<file path="config.mk">
export PLATFORM = sky130hd
export DESIGN_NAME = sym_vn_rank_pipe
export DESIGN_NICKNAME = d
export VERILOG_FILES = /design/src/rtl/sym_vn_rank_pkg.sv /design/src/rtl/sym_vn_bank_mem.sv /design/src/rtl/sym_vn_rank_pipe.sv
export SDC_FILE = /design/constraint.sdc
export NUM_CORES = 1
export LEC_CHECK = 0
export CAP_MARGIN = 20
export CORE_MARGIN = 5
export CORE_UTILIZATION = 45
export CTS_CLUSTER_SIZE = 10
export DETAILED_ROUTE_END_ITERATION = 7
export PLACE_DENSITY_LB_ADDON = 0.2
export SYNTH_ARGS = -nofsm -noshare
export SYNTH_HDL_FRONTEND = slang
export SYNTH_SLANG_ARGS = --single-unit
</file>
<file path="constraint.sdc">
create_clock -name sys_clk -period 2.1 [get_ports sys_clk]
set_input_delay 0.21 -clock sys_clk [delete_from_list [all_inputs] [get_ports sys_clk]]
set_output_delay 0.21 -clock sys_clk [all_outputs]
set_load 0.005 [all_outputs]
</file>
<file path="src/rtl/sym_vn_rank_pkg.sv">
// sym_vn_rank_pkg: shared geometry helpers and load FSM states for the VN rank LUT (SYM_VN_RANK_WR_FWD_EN selects write-first reads).
package sym_vn_rank_pkg;

    typedef enum logic [1:0] {IDLE = 2'd0, LOAD = 2'd1, DONE = 2'd2} ld_state_t;

    function automatic int frm_w(int frames);
        return $clog2(frames);
    endfunction

    function automatic int page_w(int entry_addr, int frames);
        return entry_addr - $clog2(frames);
    endfunction

    function automatic int bank_w(int banks);
        return $clog2(banks);
    endfunction

    localparam int FRM_W    = frm_w(2);
    localparam int PAGE_W   = page_w(5, 2);
    localparam int BANK_W   = bank_w(2);
    localparam int PAGE_NUM = 2 ** PAGE_W;

endpackage

</file>
<file path="src/rtl/sym_vn_bank_mem.sv">
// sym_vn_bank_mem: one LUT bank, one write port, PORT_NUM registered read ports (SYM_VN_RANK_WR_FWD_EN selects write-first).
module sym_vn_bank_mem import sym_vn_rank_pkg::*; #(
    parameter int QUAN_SIZE  = 3,
    parameter int ENTRY_ADDR = 5,
    parameter int PORT_NUM   = 4
) (
    input  logic                            sys_clk,
    input  logic                            wr_en,
    input  logic [ENTRY_ADDR-1:0]           wr_addr,
    input  logic [QUAN_SIZE-1:0]            wr_data,
    input  logic [PORT_NUM-1:0]             rd_en,
    input  logic [PORT_NUM*ENTRY_ADDR-1:0]  rd_addr,
    output logic [PORT_NUM*QUAN_SIZE-1:0]   rd_data
);

    logic [QUAN_SIZE-1:0] mem [2**ENTRY_ADDR];
    logic [QUAN_SIZE-1:0] q   [PORT_NUM];

    always_ff @(posedge sys_clk) begin
        if (wr_en)
            mem[wr_addr] <= wr_data;
        for (int p = 0; p < PORT_NUM; p++)
            if (rd_en[p])
`ifdef SYM_VN_RANK_WR_FWD_EN
                q[p] <= (wr_en && wr_addr == rd_addr[p*ENTRY_ADDR +: ENTRY_ADDR]) ? wr_data
                                                                                  : mem[rd_addr[p*ENTRY_ADDR +: ENTRY_ADDR]];
`else
                q[p] <= mem[rd_addr[p*ENTRY_ADDR +: ENTRY_ADDR]];
`endif
    end

    always_comb begin
        rd_data = '0;
        for (int p = 0; p < PORT_NUM; p++)
            rd_data[p*QUAN_SIZE +: QUAN_SIZE] = q[p];
    end

endmodule

</file>
<file path="src/rtl/sym_vn_rank_pipe.sv">
// sym_vn_rank_pipe: multi-bank, multi-frame VN rank LUT with a streaming frame-reload engine (SYM_VN_RANK_WR_FWD_EN selects write-first reads).
module sym_vn_rank_pipe import sym_vn_rank_pkg::*; #(
    parameter int QUAN_SIZE       = 3,
    parameter int ENTRY_ADDR      = 5,
    parameter int MULTI_FRAME_NUM = 2,
    parameter int BANK_NUM        = 2,
    parameter int PORT_NUM        = 4,
    localparam int FRM_W          = frm_w(MULTI_FRAME_NUM),
    localparam int PAGE_W         = page_w(ENTRY_ADDR, MULTI_FRAME_NUM),
    localparam int BANK_W         = bank_w(BANK_NUM)
) (
    input  logic                          sys_clk,
    input  logic                          rstn,
    input  logic [PORT_NUM-1:0]           rd_en,
    input  logic [PORT_NUM*BANK_W-1:0]    rd_bank,
    input  logic [PORT_NUM*PAGE_W-1:0]    rd_page,
    input  logic [PORT_NUM*FRM_W-1:0]     rd_frame,
    output logic [PORT_NUM*QUAN_SIZE-1:0] lut_data,
    output logic [PORT_NUM-1:0]           lut_valid,
    input  logic                          load_start,
    input  logic [FRM_W-1:0]              load_frame,
    input  logic                          load_valid,
    output logic                          load_ready,
    input  logic [BANK_NUM*QUAN_SIZE-1:0] load_data,
    output logic                          load_busy,
    output logic                          load_done
);

    ld_state_t                          state_q, state_d;
    logic [PAGE_W-1:0]                  page_cnt;
    logic [FRM_W-1:0]                   frame_q;
    logic                               fire, wr_en;
    logic [PORT_NUM*ENTRY_ADDR-1:0]     rd_addr;
    logic [PORT_NUM-1:0]                oob, zero_q;
    logic [BANK_W-1:0]                  bank_q [PORT_NUM];
    logic [PORT_NUM*QUAN_SIZE-1:0]      bank_rd [BANK_NUM];

    always_comb begin
        load_ready = state_q == LOAD;
        load_busy  = state_q == LOAD;
        load_done  = state_q == DONE;
        fire       = load_ready && load_valid;
        wr_en      = fire && rstn;
        state_d    = (state_q == IDLE && load_start) ? LOAD :
                     (fire && &page_cnt)             ? DONE :
                     (state_q == DONE)               ? IDLE : state_q;
    end

    always_ff @(posedge sys_clk) begin
        if (!rstn) begin
            state_q  <= IDLE;
            page_cnt <= '0;
        end else begin
            state_q <= state_d;
            if (state_q == IDLE && load_start) begin
                frame_q  <= load_frame;
                page_cnt <= '0;
            end else if (fire)
                page_cnt <= page_cnt + 1'b1;
        end
    end

    // Bank select is widened by one bit so BANK_NUM itself is representable in the compare.
    always_comb begin
        rd_addr = '0;
        oob     = '0;
        for (int p = 0; p < PORT_NUM; p++) begin
            rd_addr[p*ENTRY_ADDR +: ENTRY_ADDR] = {rd_frame[p*FRM_W +: FRM_W], rd_page[p*PAGE_W +: PAGE_W]};
            oob[p] = {1'b0, rd_bank[p*BANK_W +: BANK_W]} >= (BANK_W+1)'(BANK_NUM);
        end
    end

    always_ff @(posedge sys_clk) begin
        if (!rstn) begin
            lut_valid <= '0;
            zero_q    <= '1;
        end else begin
            lut_valid <= rd_en;
            for (int p = 0; p < PORT_NUM; p++)
                if (rd_en[p]) begin
                    zero_q[p] <= oob[p];
                    bank_q[p] <= rd_bank[p*BANK_W +: BANK_W];
                end
        end
    end

    for (genvar b = 0; b < BANK_NUM; b++) begin : g_bank
        sym_vn_bank_mem #(
            .QUAN_SIZE (QUAN_SIZE),
            .ENTRY_ADDR(ENTRY_ADDR),
            .PORT_NUM  (PORT_NUM)
        ) u_mem (
            .sys_clk(sys_clk),
            .wr_en  (wr_en),
            .wr_addr({frame_q, page_cnt}),
            .wr_data(load_data[b*QUAN_SIZE +: QUAN_SIZE]),
            .rd_en  (rd_en),
            .rd_addr(rd_addr),
            .rd_data(bank_rd[b])
        );
    end

    // Bank registers hold while rd_en is low, so the muxed output holds too.
    always_comb begin
        lut_data = '0;
        for (int p = 0; p < PORT_NUM; p++)
            lut_data[p*QUAN_SIZE +: QUAN_SIZE] = zero_q[p] ? '0 : bank_rd[bank_q[p]][p*QUAN_SIZE +: QUAN_SIZE];
    end

endmodule

</file>
# Word-level counts from Yosys, hierarchy flattened
# Memories as Yosys holds them, arrays and structs flattened.
# Index checks and enable logic that the tools add are counted.
[word_totals]
ff_bits = 15
mem_bits_rw = 220
in_bits = 39
out_inout_bits = 19
elab_cells = 73
mem_count = 5
[classes]
n_addsub = 1
order_cmp = 4
n_eq_ne = 2
n_mux = 37
bitwise = 5
reduce_logical = 10
[memory_table]
columns = ["memory", "depth", "word_bits", "rd", "rd_ports_with_merged_regs", "wr", "line", "source"]
rows = [
  ["g_bank[0].u_mem.mem", 32, 3, 4, 0, 1, "sym_vn_bank_mem.sv:16", "logic [QUAN_SIZE-1:0] mem [2**ENTRY_ADDR];"],
  ["g_bank[1].u_mem.mem", 32, 3, 4, 0, 1, "sym_vn_bank_mem.sv:16", ""],
  ["g_bank[0].u_mem.q", 4, 3, 4, 0, 4, "sym_vn_bank_mem.sv:17", "logic [QUAN_SIZE-1:0] q [PORT_NUM];"],
  ["g_bank[1].u_mem.q", 4, 3, 4, 0, 4, "sym_vn_bank_mem.sv:17", ""],
  ["bank_q", 4, 1, 4, 0, 4, "sym_vn_rank_pipe.sv:35", "logic [BANK_W-1:0] bank_q [PORT_NUM];"],
]
[ops]
columns = ["op", "n"]
rows = [
  ["12-bit 2-to-1 mux", 3],
  ["9-bit 2-to-1 mux", 3],
  ["3-bit 2-to-1 mux", 7],
  ["1-bit 2-to-1 mux", 19],
  ["6-bit 2-to-1 mux", 3],
  ["2-bit >= comparator (second input constant)", 4],
  ["1-bit NOT with 2-bit output", 4],
  ["4-bit by 1-bit adder with 4-bit output (second input constant)", 1],
  ["1-bit logical AND", 4],
  ["2-bit 2-to-1 mux", 2],
  ["4-bit AND reduction", 1],
  ["3-bit nonzero test", 1],
  ["2-bit by 1-bit equality test with 1-bit output (second input constant)", 1],
  ["2-bit equality test (second input constant)", 1],
  ["2-bit logical NOT", 1],
  ["2-bit AND reduction", 1],
  ["2-bit nonzero test", 1],
  ["2-bit OR reduction", 1],
  ["1-bit NOT", 1],
]

# Logic depth before layout (Yosys ltp)
# An unclocked memory read counts as a cell.
[depth]
word_depth = 6
ltp_mapped = 5

# By module
# From an unflattened synthesis, not the netlist that was laid out.
[hier_totals]
cells_unflattened = 715
area_unflattened_um2 = 13788.2
[modules_own_cells]
columns = ["mod", "instances", "cells_each", "area_each_um2", "seq_area_each_um2"]
rows = [
  ["sym_vn_bank_mem", 2, 315, 6461.2, 3243.1],
  ["sym_vn_rank_pipe", 1, 85, 865.8, 430.4],
]

# Worst setup path before layout
# No wires, ideal clock.
[synth_path]
path_type = "input port to flip-flop"
start = "input port rd_page[2]"
end = "memory g_bank[0].u_mem.q[0][0], data pin"
setup_time_ns = 0.260
t_arrival_ns = 1.930
required_ns = 1.840
path_slack_ns = -0.089
stages = 5
n_path_buf = 2
cell_sequence = "clkbuf_1 -> buf_1 -> mux4_2 -> mux4_2 -> mux2_2"
[synth_rtl]
columns = ["element", "line", "source"]
rows = [
  ["start: declaration", "sym_vn_rank_pipe.sv:16", "input logic [PORT_NUM*PAGE_W-1:0] rd_page,"],
  ["end: declaration", "sym_vn_bank_mem.sv:17", ""],
]

==> flow_summary_export.csv <==
group,metric,value,unit
clocking,holdBufCountCts,0,
floorplan,fp.dieW,183.8,µm
synthesis,syn_inst,672,
clocking,cts_max_path_buffers,3,
drt,drt-initial-drc-count,1025,
clocking,cts_tree,"built",
synthesis,synthArstFlopShare,0,
synthesis,synth_edf_count,221,
floorplan,io_pins,58,
drt,vias,8064,
cells_and_area,fin_util,0.5459,
synthesis,seq_area_frac_synth,0.5089,
sta,period_share,0.9848,
synthesis,synth_seq_cells,235,
global_route,grt_pass1_wl,57180,µm
clocking,post_cts_buffers,0,
global_route,antenna_found_initial,1,
critical_path,ff2ff_setup_slack,0.03,ns
cells_and_area,fill_cells,2239,
floorplan,fp.coreArea,29720,µm²
drt,wirelength,39140,µm
global_route,grt_max_degree,33,
cells_and_area,drive_gt1_frac,0.4834,
sta,grt_setup_unrepaired,"no",
worst_hold_path,hp-class,"in -> reg",
place,post-place-ws,-0.1941,ns
synthesis,synthDistinctLibCells,33,
sta,worst_pin_slew,0.5523,ns
drt,drtAntennaViolNets,0,
sta,worst_slack,0.03196,ns
cells_and_area,layout.nets,834,
synthesis,synth_ff_type,"edfxtp_1",
sta,max_clock_freq,483.5,MHz
synthesis,syn-cell-area,13590,µm²
worst_hold_path,whs_path_depth,1,
floorplan,dieArea,33780,µm²
sta,maxSlewViolCount,0,
worst_hold_path,worstHoldStart,"rd_bank[0]",
global_route,global_route.overflow_total,0,
drt,drc,0,
sta,fin_crit,2.068,ns
pwr,p_leak,5.278,nW
critical_path,path_class,"reg -> reg",
critical_path,r2r_end,"g_bank[0].u_mem.q[3][1]",
floorplan,row_count,63,
drt,routedWlPerCell,32.53,µm
pwr,power,0.01134,W
place,io_buffers,57,
synthesis,synth_warnings,0,
cells_and_area,syn2layout_area_growth,19.36,%
critical_path,reg2regPathDepth,3,
job,cap_violations,0,
critical_path,start_kind,"flop",
synthesis,synth.avg_cell_area,20.23,µm²
clocking,cts_buffers,29,
clocking,path_clk_slew,0.06,ns
clocking,cts.sinks,235,
cells_and_area,diodes,0,
place,post-dp-hpwl,27430,µm
clocking,cts.repair.resized,0,
worst_hold_path,min_to,"bank_q[0]",
critical_path,worstPathRequired,2.37,ns
sta,finalHoldViolations,0,
run_status,status,"finished, final reports clean",
place,gp_congestion,0.9423,
critical_path,reg2reg_from,"g_bank[0].u_mem.mem[7][1]",
drt,viasPerCell,6.703,
pwr,max-vdd-ir-drop,592.5,µV
sta,fin_tns_setup,0,ns
pwr,power_density,699.1,nW/µm²
critical_path,cp-end-kind,"flop",
cells_and_area,final_cells,1203,
global_route,grt_pass1_vias,8400,
clocking,clock_latency,0.54,ns
sta,clock_skew,0.01582,ns
global_route,track_usage,0.2349,
floorplan,floorplan.initialDensity,0.4574,
place,dpl.cell_count,1150,
clocking,cts_root_buf,"clkbuf_16",
drt,drtPass1Iterations,5,
synthesis,syn_nets,715,
sta,setup_violations,0,
sta,slew_headroom,0.6279,
floorplan,die_height,183.8,µm
critical_path,cp.arrival,2.34,ns
clocking,htreeDepth,1,
critical_path,cp_max_fo,4,
==> where the power goes <==
part / leakage, nW / internal, W / switching [W]
sequential: 2.12 / 0.00521 / 0.0000475
combinational: 2.71 / 0.000776 / 0.000629
clock: 0.440 / 0.00288 / 0.00181
==> cells in the final DEF, fill, tap and decap left out, types with 3 or more instances in the layout <==
cell	n
mux4_2	233
clkdlybuf4s50_1	49
dfxtp_1	14
edfxtp_1	221
nand3b_1	3
ha_1	4
mux2i_1	13
clkbuf_1	15
clkbuf_8	6
buf_12	29
clkbuf_16	29
nand2_1	8
nor2_1	49
mux2_2	24
buf_2	4
buf_4	63
o21ai_0	6
and2_1	8
mux4_1	7
inv_1	6
==> cell usage after synthesis (all sizes together), types with 3 or more instances <==
cell	count	area, µm²
nand3b	3	22.52
ha	4	50.05
edfxtp	221	6636
nand2	8	30.03
o21ai	6	30.03
mux4	240	5431
buf	33	235.2
inv	6	22.52
nor2	49	183.9
mux2i	13	130.1
mux2	24	270.3
clkbuf	24	90.09
dfxtp	14	280.3
and2	8	50.05
==> worst max-delay path by stage <==
stage | startpoint | to | slack [ns] | depth (start not counted)
2_1_floorplan | rd_page[14] | g_bank[0].u_mem.q[3][0] | 0.04 | 5
3_3_place_gp | rd_page[9] | g_bank[0].u_mem.q[2][0] | -0.18 | 5
3_5_place_dp | rd_page[13] | g_bank[1].u_mem.q[3][0] | -0.19 | 5
4_1_cts | g_bank[1].u_mem.mem[31][1] | g_bank[1].u_mem.q[1][1] | 0.04 | 3
5_1_grt | g_bank[1].u_mem.mem[31][1] | g_bank[1].u_mem.q[1][1] | 0.004 | 3
6_report | g_bank[0].u_mem.mem[7][1] | g_bank[0].u_mem.q[3][1] | 0.03 | 3
==> registers in the layout (all words and copies together), names as in the netlist <==
| signal | cells |
|---|---|
| bank_q | 4 |
| frame_q | 1 |
| g_bank.u_mem.mem | 192 |
| g_bank.u_mem.q | 24 |
| lut_valid | 4 |
| page_cnt | 4 |
| state_q | 2 |
| zero_q | 4 |
==> metal layers <==
| metal | up-vias | global-route usage | share of wire |
|---|---|---|---|
| met3 | 123 | 0.04590 | 0.10 |
| li1 | 3237 | - | - |
| met2 | 537 | 0.3976 | 0.50 |
| met5 | - | 0 | 0.00036 |
| met4 | 2 | 0.09435 | 0.054 |
| met1 | 4165 | 0.3015 | 0.35 |
==> layout make-up <==
type / instances / area (µm²) / area share
clock buffers: 50 / 864.6 / 0.05329
clock inverters: 3 / 40.04 / 0.002468
inverters: 6 / 22.52 / 0.001388
multi-input cells: 374 / 6327 / 0.3900
flip-flops and latches: 235 / 6917 / 0.4263
well taps: 390 / 488.0 / 0.03008
repair buffers: 145 / 1564 / 0.09641
==> per-stage QoR <==
| step | hold slack, ns | cell area [µm²] |
|---|---|---|
| after floorplan | 0.3089 | 13600 |
| after global placement | 0.4825 | 15320 |
| after detailed placement | 0.4937 | 15320 |
| after CTS | 0.2020 | 16220 |
| after global routing | 0.2145 | 16220 |
| final | 0.2181 | 16220 |
==> cells by family after synthesis <==
logic type,share of synthesized area
and+or+nand+nor,0.02854
adders and majority gates,0.003682
DFF,0.5089
buffers and inverters,0.02559
muxes,0.4291
xor gates and xnor gates,0.001289
AOI/OAI and AO/OA,0.002946
==> worst max-delay path: stages, from the launching register on <==
cell and delay, ns:
edfxtp_1 0.44, mux4_2 0.50, mux4_2 0.51, mux2_2 0.34
(Power assumes the default switching activity.)
